**config.mk**
```make
export PLATFORM = sky130hd
export DESIGN_NAME = matrix_size_store
export DESIGN_NICKNAME = d
export VERILOG_FILES = /design/src/rtl/matrix_size_store.sv
export SDC_FILE = /design/constraint.sdc
export NUM_CORES = 2
export LEC_CHECK = 0
export BUFFER_PORTS_ARGS = -buffer_cell sky130_fd_sc_hd__buf_2
export CORE_UTILIZATION = 60
export DETAILED_ROUTE_END_ITERATION = 7
export HOLD_SLACK_MARGIN = 0.15
export PLACE_DENSITY = 0.81
export RECOVER_POWER = 25
export SLEW_MARGIN = 40
export SYNTH_ARGS = -nofsm -noshare
export SYNTH_HDL_FRONTEND = slang
export SYNTH_SLANG_ARGS = --single-unit
```
**constraint.sdc**
```tcl
create_clock -name clk -period 10.3 [get_ports clk]
set_input_delay 1.03 -clock clk [delete_from_list [all_inputs] [get_ports clk]]
set_output_delay 1.03 -clock clk [all_outputs]
set_load 0.02 [all_outputs]
```
**src/rtl/matrix_size_store.sv**
```systemverilog
// rtl/matrix_size_store.sv - slot-based matrix store with per-size lookup and read bursts
module matrix_size_store #(
  parameter int ELEM_W              = 8,
  parameter int NUM_SLOTS           = 8,
  parameter int MAX_MATRIX_PER_SIZE = 2,
  parameter int SEL_IDX_W           = 2
) (
  input  logic                 clk,
  input  logic                 rst,
  input  logic                 wr_start,
  input  logic [2:0]           wr_row,
  input  logic [2:0]           wr_col,
  input  logic                 wr_valid,
  input  logic [ELEM_W-1:0]    wr_data,
  output logic                 wr_ready,
  output logic                 store_done,
  output logic                 store_err,
  input  logic                 store_clr,
  input  logic                 sel_by_size,
  input  logic [2:0]           sel_row,
  input  logic [2:0]           sel_col,
  input  logic [SEL_IDX_W-1:0] sel_idx,
  output logic [SEL_IDX_W-1:0] size_cnt_out,
  input  logic                 matrix_burst_en,
  output logic                 elem_we,
  output logic [4:0]           elem_addr,
  output logic [ELEM_W-1:0]    elem_data,
  output logic                 buf_full,
  output logic                 burst_err,
  output logic                 rd_busy,
  output logic                 wr_busy
);

  localparam int SLOT_ELEMS = 25;
  localparam int DEPTH      = NUM_SLOTS * SLOT_ELEMS;
  localparam int AW         = $clog2(DEPTH);
  localparam int SW         = (NUM_SLOTS > 1) ? $clog2(NUM_SLOTS) : 1;

  typedef enum logic [1:0] {W_IDLE, W_FILL, W_COMMIT} w_state_t;
  typedef enum logic [1:0] {R_IDLE, R_FIND, R_READ, R_DONE} r_state_t;

  // Element storage: contents survive clears, only slot_valid gates access
  logic [ELEM_W-1:0]    mem [DEPTH];
  logic [NUM_SLOTS-1:0] slot_valid;
  logic [2:0]           slot_row [NUM_SLOTS];
  logic [2:0]           slot_col [NUM_SLOTS];

  // Write side
  w_state_t      w_state;
  logic [SW-1:0] w_slot;
  logic [4:0]    w_cnt;
  logic [4:0]    w_n;
  logic [AW-1:0] w_addr;

  // Read side
  r_state_t              r_state;
  logic [2:0]            r_row;
  logic [2:0]            r_col;
  logic [SEL_IDX_W-1:0]  r_idx;
  logic [SW-1:0]         r_slot;
  logic [4:0]            r_cnt;
  logic [4:0]            r_n;
  logic [AW-1:0]         r_addr;

  // Lookup results
  logic          free_any;
  logic [SW-1:0] free_slot;
  int            wr_size_cnt;
  int            sel_size_cnt;
  int            seen;
  logic          find_hit;
  logic [SW-1:0] find_slot;
  logic          wr_dims_ok;
  logic          wr_accept;

  assign w_addr = AW'(int'(w_slot) * SLOT_ELEMS + int'(w_cnt));
  assign r_addr = AW'(int'(r_slot) * SLOT_ELEMS + int'(r_cnt));

  assign wr_dims_ok = (wr_row != 3'd0) && (wr_row <= 3'd5) &&
                      (wr_col != 3'd0) && (wr_col <= 3'd5);
  assign wr_accept  = wr_dims_ok && free_any && (wr_size_cnt < MAX_MATRIX_PER_SIZE);

  assign size_cnt_out = sel_by_size ? SEL_IDX_W'(sel_size_cnt) : '0;
  assign wr_ready     = (w_state == W_FILL);
  assign wr_busy      = (w_state != W_IDLE);
  assign rd_busy      = (r_state != R_IDLE);

  // Lowest free slot, size counts, and the in-order search over registered valid bits
  always_comb begin
    free_any     = 1'b0;
    free_slot    = '0;
    wr_size_cnt  = 0;
    sel_size_cnt = 0;
    seen         = 0;
    find_hit     = 1'b0;
    find_slot    = '0;
    for (int s = NUM_SLOTS - 1; s >= 0; s--) begin
      if (!slot_valid[s]) begin
        free_any  = 1'b1;
        free_slot = SW'(s);
      end
    end
    for (int s = 0; s < NUM_SLOTS; s++) begin
      if (slot_valid[s] && slot_row[s] == wr_row && slot_col[s] == wr_col)
        wr_size_cnt = wr_size_cnt + 1;
      if (slot_valid[s] && slot_row[s] == sel_row && slot_col[s] == sel_col)
        sel_size_cnt = sel_size_cnt + 1;
      if (slot_valid[s] && slot_row[s] == r_row && slot_col[s] == r_col) begin
        if (!find_hit && seen == int'(r_idx)) begin
          find_hit  = 1'b1;
          find_slot = SW'(s);
        end
        seen = seen + 1;
      end
    end
  end

  // Element writes into the slot being filled
  always_ff @(posedge clk) begin
    if (!rst && !store_clr && w_state == W_FILL && wr_valid)
      mem[w_addr] <= wr_data;
  end

  // Slot dimensions recorded at allocation; the slot stays invalid until commit
  always_ff @(posedge clk) begin
    if (!rst && !store_clr && w_state == W_IDLE && wr_start && wr_accept) begin
      slot_row[free_slot] <= wr_row;
      slot_col[free_slot] <= wr_col;
    end
  end

  // Write FSM: admission check, element fill, commit of the valid bit
  always_ff @(posedge clk) begin
    if (rst || store_clr) begin
      w_state    <= W_IDLE;
      slot_valid <= '0;
      w_slot     <= '0;
      w_cnt      <= '0;
      w_n        <= '0;
      store_done <= 1'b0;
      store_err  <= 1'b0;
    end else begin
      store_done <= 1'b0;
      store_err  <= 1'b0;
      case (w_state)
        W_IDLE: begin
          if (wr_start) begin
            if (wr_accept) begin
              w_slot  <= free_slot;
              w_cnt   <= '0;
              w_n     <= 5'({2'b00, wr_row} * {2'b00, wr_col});
              w_state <= W_FILL;
            end else begin
              store_err <= 1'b1;
            end
          end
        end
        W_FILL: begin
          if (wr_valid) begin
            w_cnt <= w_cnt + 5'd1;
            if (w_cnt == w_n - 5'd1)
              w_state <= W_COMMIT;
          end
        end
        W_COMMIT: begin
          slot_valid[w_slot] <= 1'b1;
          store_done         <= 1'b1;
          w_state            <= W_IDLE;
        end
        default: w_state <= W_IDLE;
      endcase
    end
  end

  // Read FSM: latch query, single-cycle search, streamed read with 1-cycle memory latency
  always_ff @(posedge clk) begin
    if (rst || store_clr) begin
      r_state   <= R_IDLE;
      r_row     <= '0;
      r_col     <= '0;
      r_idx     <= '0;
      r_slot    <= '0;
      r_cnt     <= '0;
      r_n       <= '0;
      elem_we   <= 1'b0;
      elem_addr <= '0;
      elem_data <= '0;
      buf_full  <= 1'b0;
      burst_err <= 1'b0;
    end else begin
      elem_we   <= 1'b0;
      burst_err <= 1'b0;
      case (r_state)
        R_IDLE: begin
          if (matrix_burst_en) begin
            r_row    <= sel_row;
            r_col    <= sel_col;
            r_idx    <= sel_idx;
            r_n      <= 5'({2'b00, sel_row} * {2'b00, sel_col});
            buf_full <= 1'b0;
            r_state  <= R_FIND;
          end
        end
        R_FIND: begin
          if (sel_by_size && find_hit) begin
            r_slot  <= find_slot;
            r_cnt   <= '0;
            r_state <= R_READ;
          end else begin
            burst_err <= 1'b1;
            r_state   <= R_DONE;
          end
        end
        R_READ: begin
          elem_we   <= 1'b1;
          elem_addr <= r_cnt;
          elem_data <= mem[r_addr];
          r_cnt     <= r_cnt + 5'd1;
          if (r_cnt == r_n - 5'd1)
            r_state <= R_DONE;
        end
        R_DONE: begin
          buf_full <= 1'b1;
          r_state  <= R_IDLE;
        end
        default: r_state <= R_IDLE;
      endcase
    end
  end

endmodule

```
==> metrics.yaml <==
synth_top_area_share_pct: 70.3
grt_pass1_vias: 36000
cp-end-kind: "flip-flop"
hold_path_depth: 2
hold_path_startpoint: "r_n[1]"
grt_use_met2_pct: 48.0
grt_use_met3_pct: 6.31
hpwl_um: 95900
place_congestion: 0.892
synth-edff-count: 1648
htree_levels: 4
rsz0062_at_grt: "false"
worstMarginPinSlew_ps: 6130
setup_ws_ps: 2240
port_buffers: 51
overflow: 0
start_util_pct: 60.6
violations: "capacitance limit, slew limit"
ff2ff_setup_slack_ps: 2990
synth.distinct_cells: 92
clockBufferDepth: 3
critPathLaunchType: "input pin"
num_vias: 35600
hold_end: "r_n[1]"
drtIter0Drc: 4676
dp_slack_ps: 2110
cp_data_required_time_ps: 10700
grt_max_degree: 144
async_flop_share_pct: 0
dieArea_um2: 119000
cts_inserted_buffers: 165
mostFrequentLayoutCells: "edfxtp_1 (1,648), mux4_2 (520), nor2_1 (213)"
synthTopCellsByArea: "edfxtp_1 (70%), mux4_2 (17%), dfxtp_1 (1.8%)"
cellPowerDensity_nw_per_um2: 178
finalCritPeriodShare_pct: 78.3
antenna_cells: 0
drive_above_1_share_pct: 25.7
path_clk_slew_ps: 60
period_needed_ps: 8060
netlist_instances: 3487
fin_nets: 3657
worst_path_largest_cell_delay_ps: 950
crit_family: "simple AND/OR/NAND/NOR gates"
synth_top_cell_by_area: "edfxtp_1"
rr_worst_depth: 26
clk_latency_ps: 830
drv_slew: 861
timing.fmax_ghz: 0.124
cp_num_buf_inv: 4
cts.sinks: 1712
leakagePower_nw: 23.8
wl_per_cell_um: 33.2
viasPerCell: 6.83
cts_resized: 0
firstDrtPassIters: 5
syn_avg_cell_area_um2: 20.2
ir_drop_uv: 192
status: "finished with violations"
fp-row-count: 125
chipWidth_um: 345
min_path_type: "flip-flop to flip-flop"
syn_to_final_growth_pct: 10.5
dieHeight_um: 345
ys_ff_latch: 1712
synth_top_flop_cell: "edfxtp_1"
ctsHoldBuffers: 0
coreArea_um2: 116000
critPathArrivalTime_ps: 8460
post_cts_buffers: 0
cts_root_buffer: "clkbuf_16"
grt_util_all_layers_pct: 29.9
r2r_end: "slot_row[0][2]"
hold_viol_final: 0
ant_nets: 0
synth_warnings: 0
wirelength_um: 173000
setup_viol: 0
pin_count: 52
cp_slowest_cell: "clkbuf_1"
cts_tree: "built"
yosysSeqAreaShare_pct: 72.1
cp_max_fo: 21
netlist_area_um2: 70400
max_slew_margin_pct: -308
grt_util_met1_pct: 40.3
fill_cells: 6941
top_usage_layer: "met2"
r2r_start: "slot_row[1][1]"
setup_tns_ps: 0
route.detailed.drc: 0
skew_ps: 63.2
antenna_found_initial: 2
crit_type: "input pin to flip-flop"
grt_pass1_wl_um: 251000
syn_nets: 3583
cap_violations: 11
mostFrequentLayoutCell: "edfxtp_1"
cp_common_cell: "ha_1"
[state kept, by name, indices dropped and copies added, names as in the netlist, 3 cells and up]
signal	cells
elem_addr	5
elem_data	8
mem	1600
r_cnt	5
r_col	3
r_n	5
r_row	3
r_slot	3
slot_col	24
slot_row	24
slot_valid	8
w_cnt	5
w_n	5
w_slot	3
[final cells by class]
type                            instances  area, um2  share of cell area (%)
Clock buffer                          218       4540                    5.84
Clock inverter                         79        673                   0.865
Inverter                               57        214                   0.275
Multi-Input combinational cell       1530      18900                    24.3
Sequential cell                      1712      50800                    65.2
Tap cell                             1524       1910                    2.45
Timing Repair Buffer                   95        785                    1.01
[cell families (layout without fill, tap and decap cells)]
| kind of cell | Yosys count | count (layout) | share of synthesized area [%] |
|---|---|---|---|
| xor+xnor | 206 | 206 | 2.72 |
| simple gates | 546 | 546 | 3.67 |
| mux | 562 | 562 | 17.3 |
| buf+inv | 245 | 449 | 1.46 |
| flops | 1712 | 1712 | 72.1 |
| compound gates | 147 | 147 | 1.48 |
| fa+ha+maj | 69 | 69 | 1.28 |
[per-stage QoR]
step	std cells	area [um2]	utilization [%]	power, W	hold WS [ps]
floorplan	3487	70400	-	0.00788	430
global placement	4908	72300	62.2	0.00801	470
detailed placement	4911	72500	62.3	0.00803	471
CTS	5208	77700	66.8	0.0139	469
global route	5215	77800	67.0	0.0142	494
finish	5215	77800	67.0	0.0139	479
[cells in the mapped netlist (4+ instances only)]
master / n
a21o_1: 7
a21oi_1: 44
a22o_1: 8
and2_1: 30
and3_1: 12
buf_1: 46
buf_2: 10
buf_4: 4
buf_6: 7
clkbuf_1: 118
dfxtp_1: 64
edfxtp_1: 1648
fa_1: 6
ha_1: 61
inv_1: 56
mux2_2: 19
mux2i_1: 22
mux4_2: 520
nand2_1: 102
nand3_1: 25
nand4_1: 29
nor2_1: 256
nor2b_1: 9
nor3_1: 22
nor4_1: 18
o211ai_1: 6
o21ai_0: 19
o21bai_1: 5
o22ai_1: 8
o31ai_1: 4
or3_1: 8
xnor2_1: 127
xnor2_2: 7
xor2_1: 68
[worst register-to-register path, cell delays in order (launching register included)]
cell and delay [ps]:
edfxtp_1 450, xor2_1 180, or4_1 660, inv_1 120, ha_1 260, a2111oi_0 150
a311oi_1 410, nand2_1 110, ha_1 300, and2_1 150, inv_1 70, o41ai_2 100
ha_1 350, mux2_4 290, ha_1 280, and2_1 160, a21o_2 190, ha_1 200
inv_1 70, nor3_1 60, xnor2_1 250, and2_1 170, a21oi_1 60, mux2_2 260
a311o_1 350, a211o_1 510, nor3_1 780
[routing by layer]
layer,part of all wire (%),wire length [um],vias to the layer above
li1,-,-,14400
met1,36,62300,18600
met5,0,0,-
met2,50,85900,2285
met4,4.5,7870,0
met3,9.9,17200,408
[worst max path at each step]
stage,start,end,slack (ps),depth (start not counted)
final,wr_row[2],slot_row[0][2],2240,28
after global routing,wr_row[2],slot_col[2][0],1790,28
after CTS,wr_row[2],slot_row[4][2],2900,28
after detailed placement,wr_row[2],slot_row[4][2],2110,28
after global placement,wr_row[2],slot_col[2][2],2000,28
after floorplan,wr_row[1],slot_col[2][0],3020,28
[power by group]
| group | internal, W | switching [W] |
|---|---|---|
| Combinational | 0.0000581 | 0.000189 |
| Clock | 0.00334 | 0.00262 |
| Sequential | 0.00764 | 0.00000760 |
| Total | 0.0110 | 0.00282 |
No activity file was read; power rests on OpenSTA's default activity.
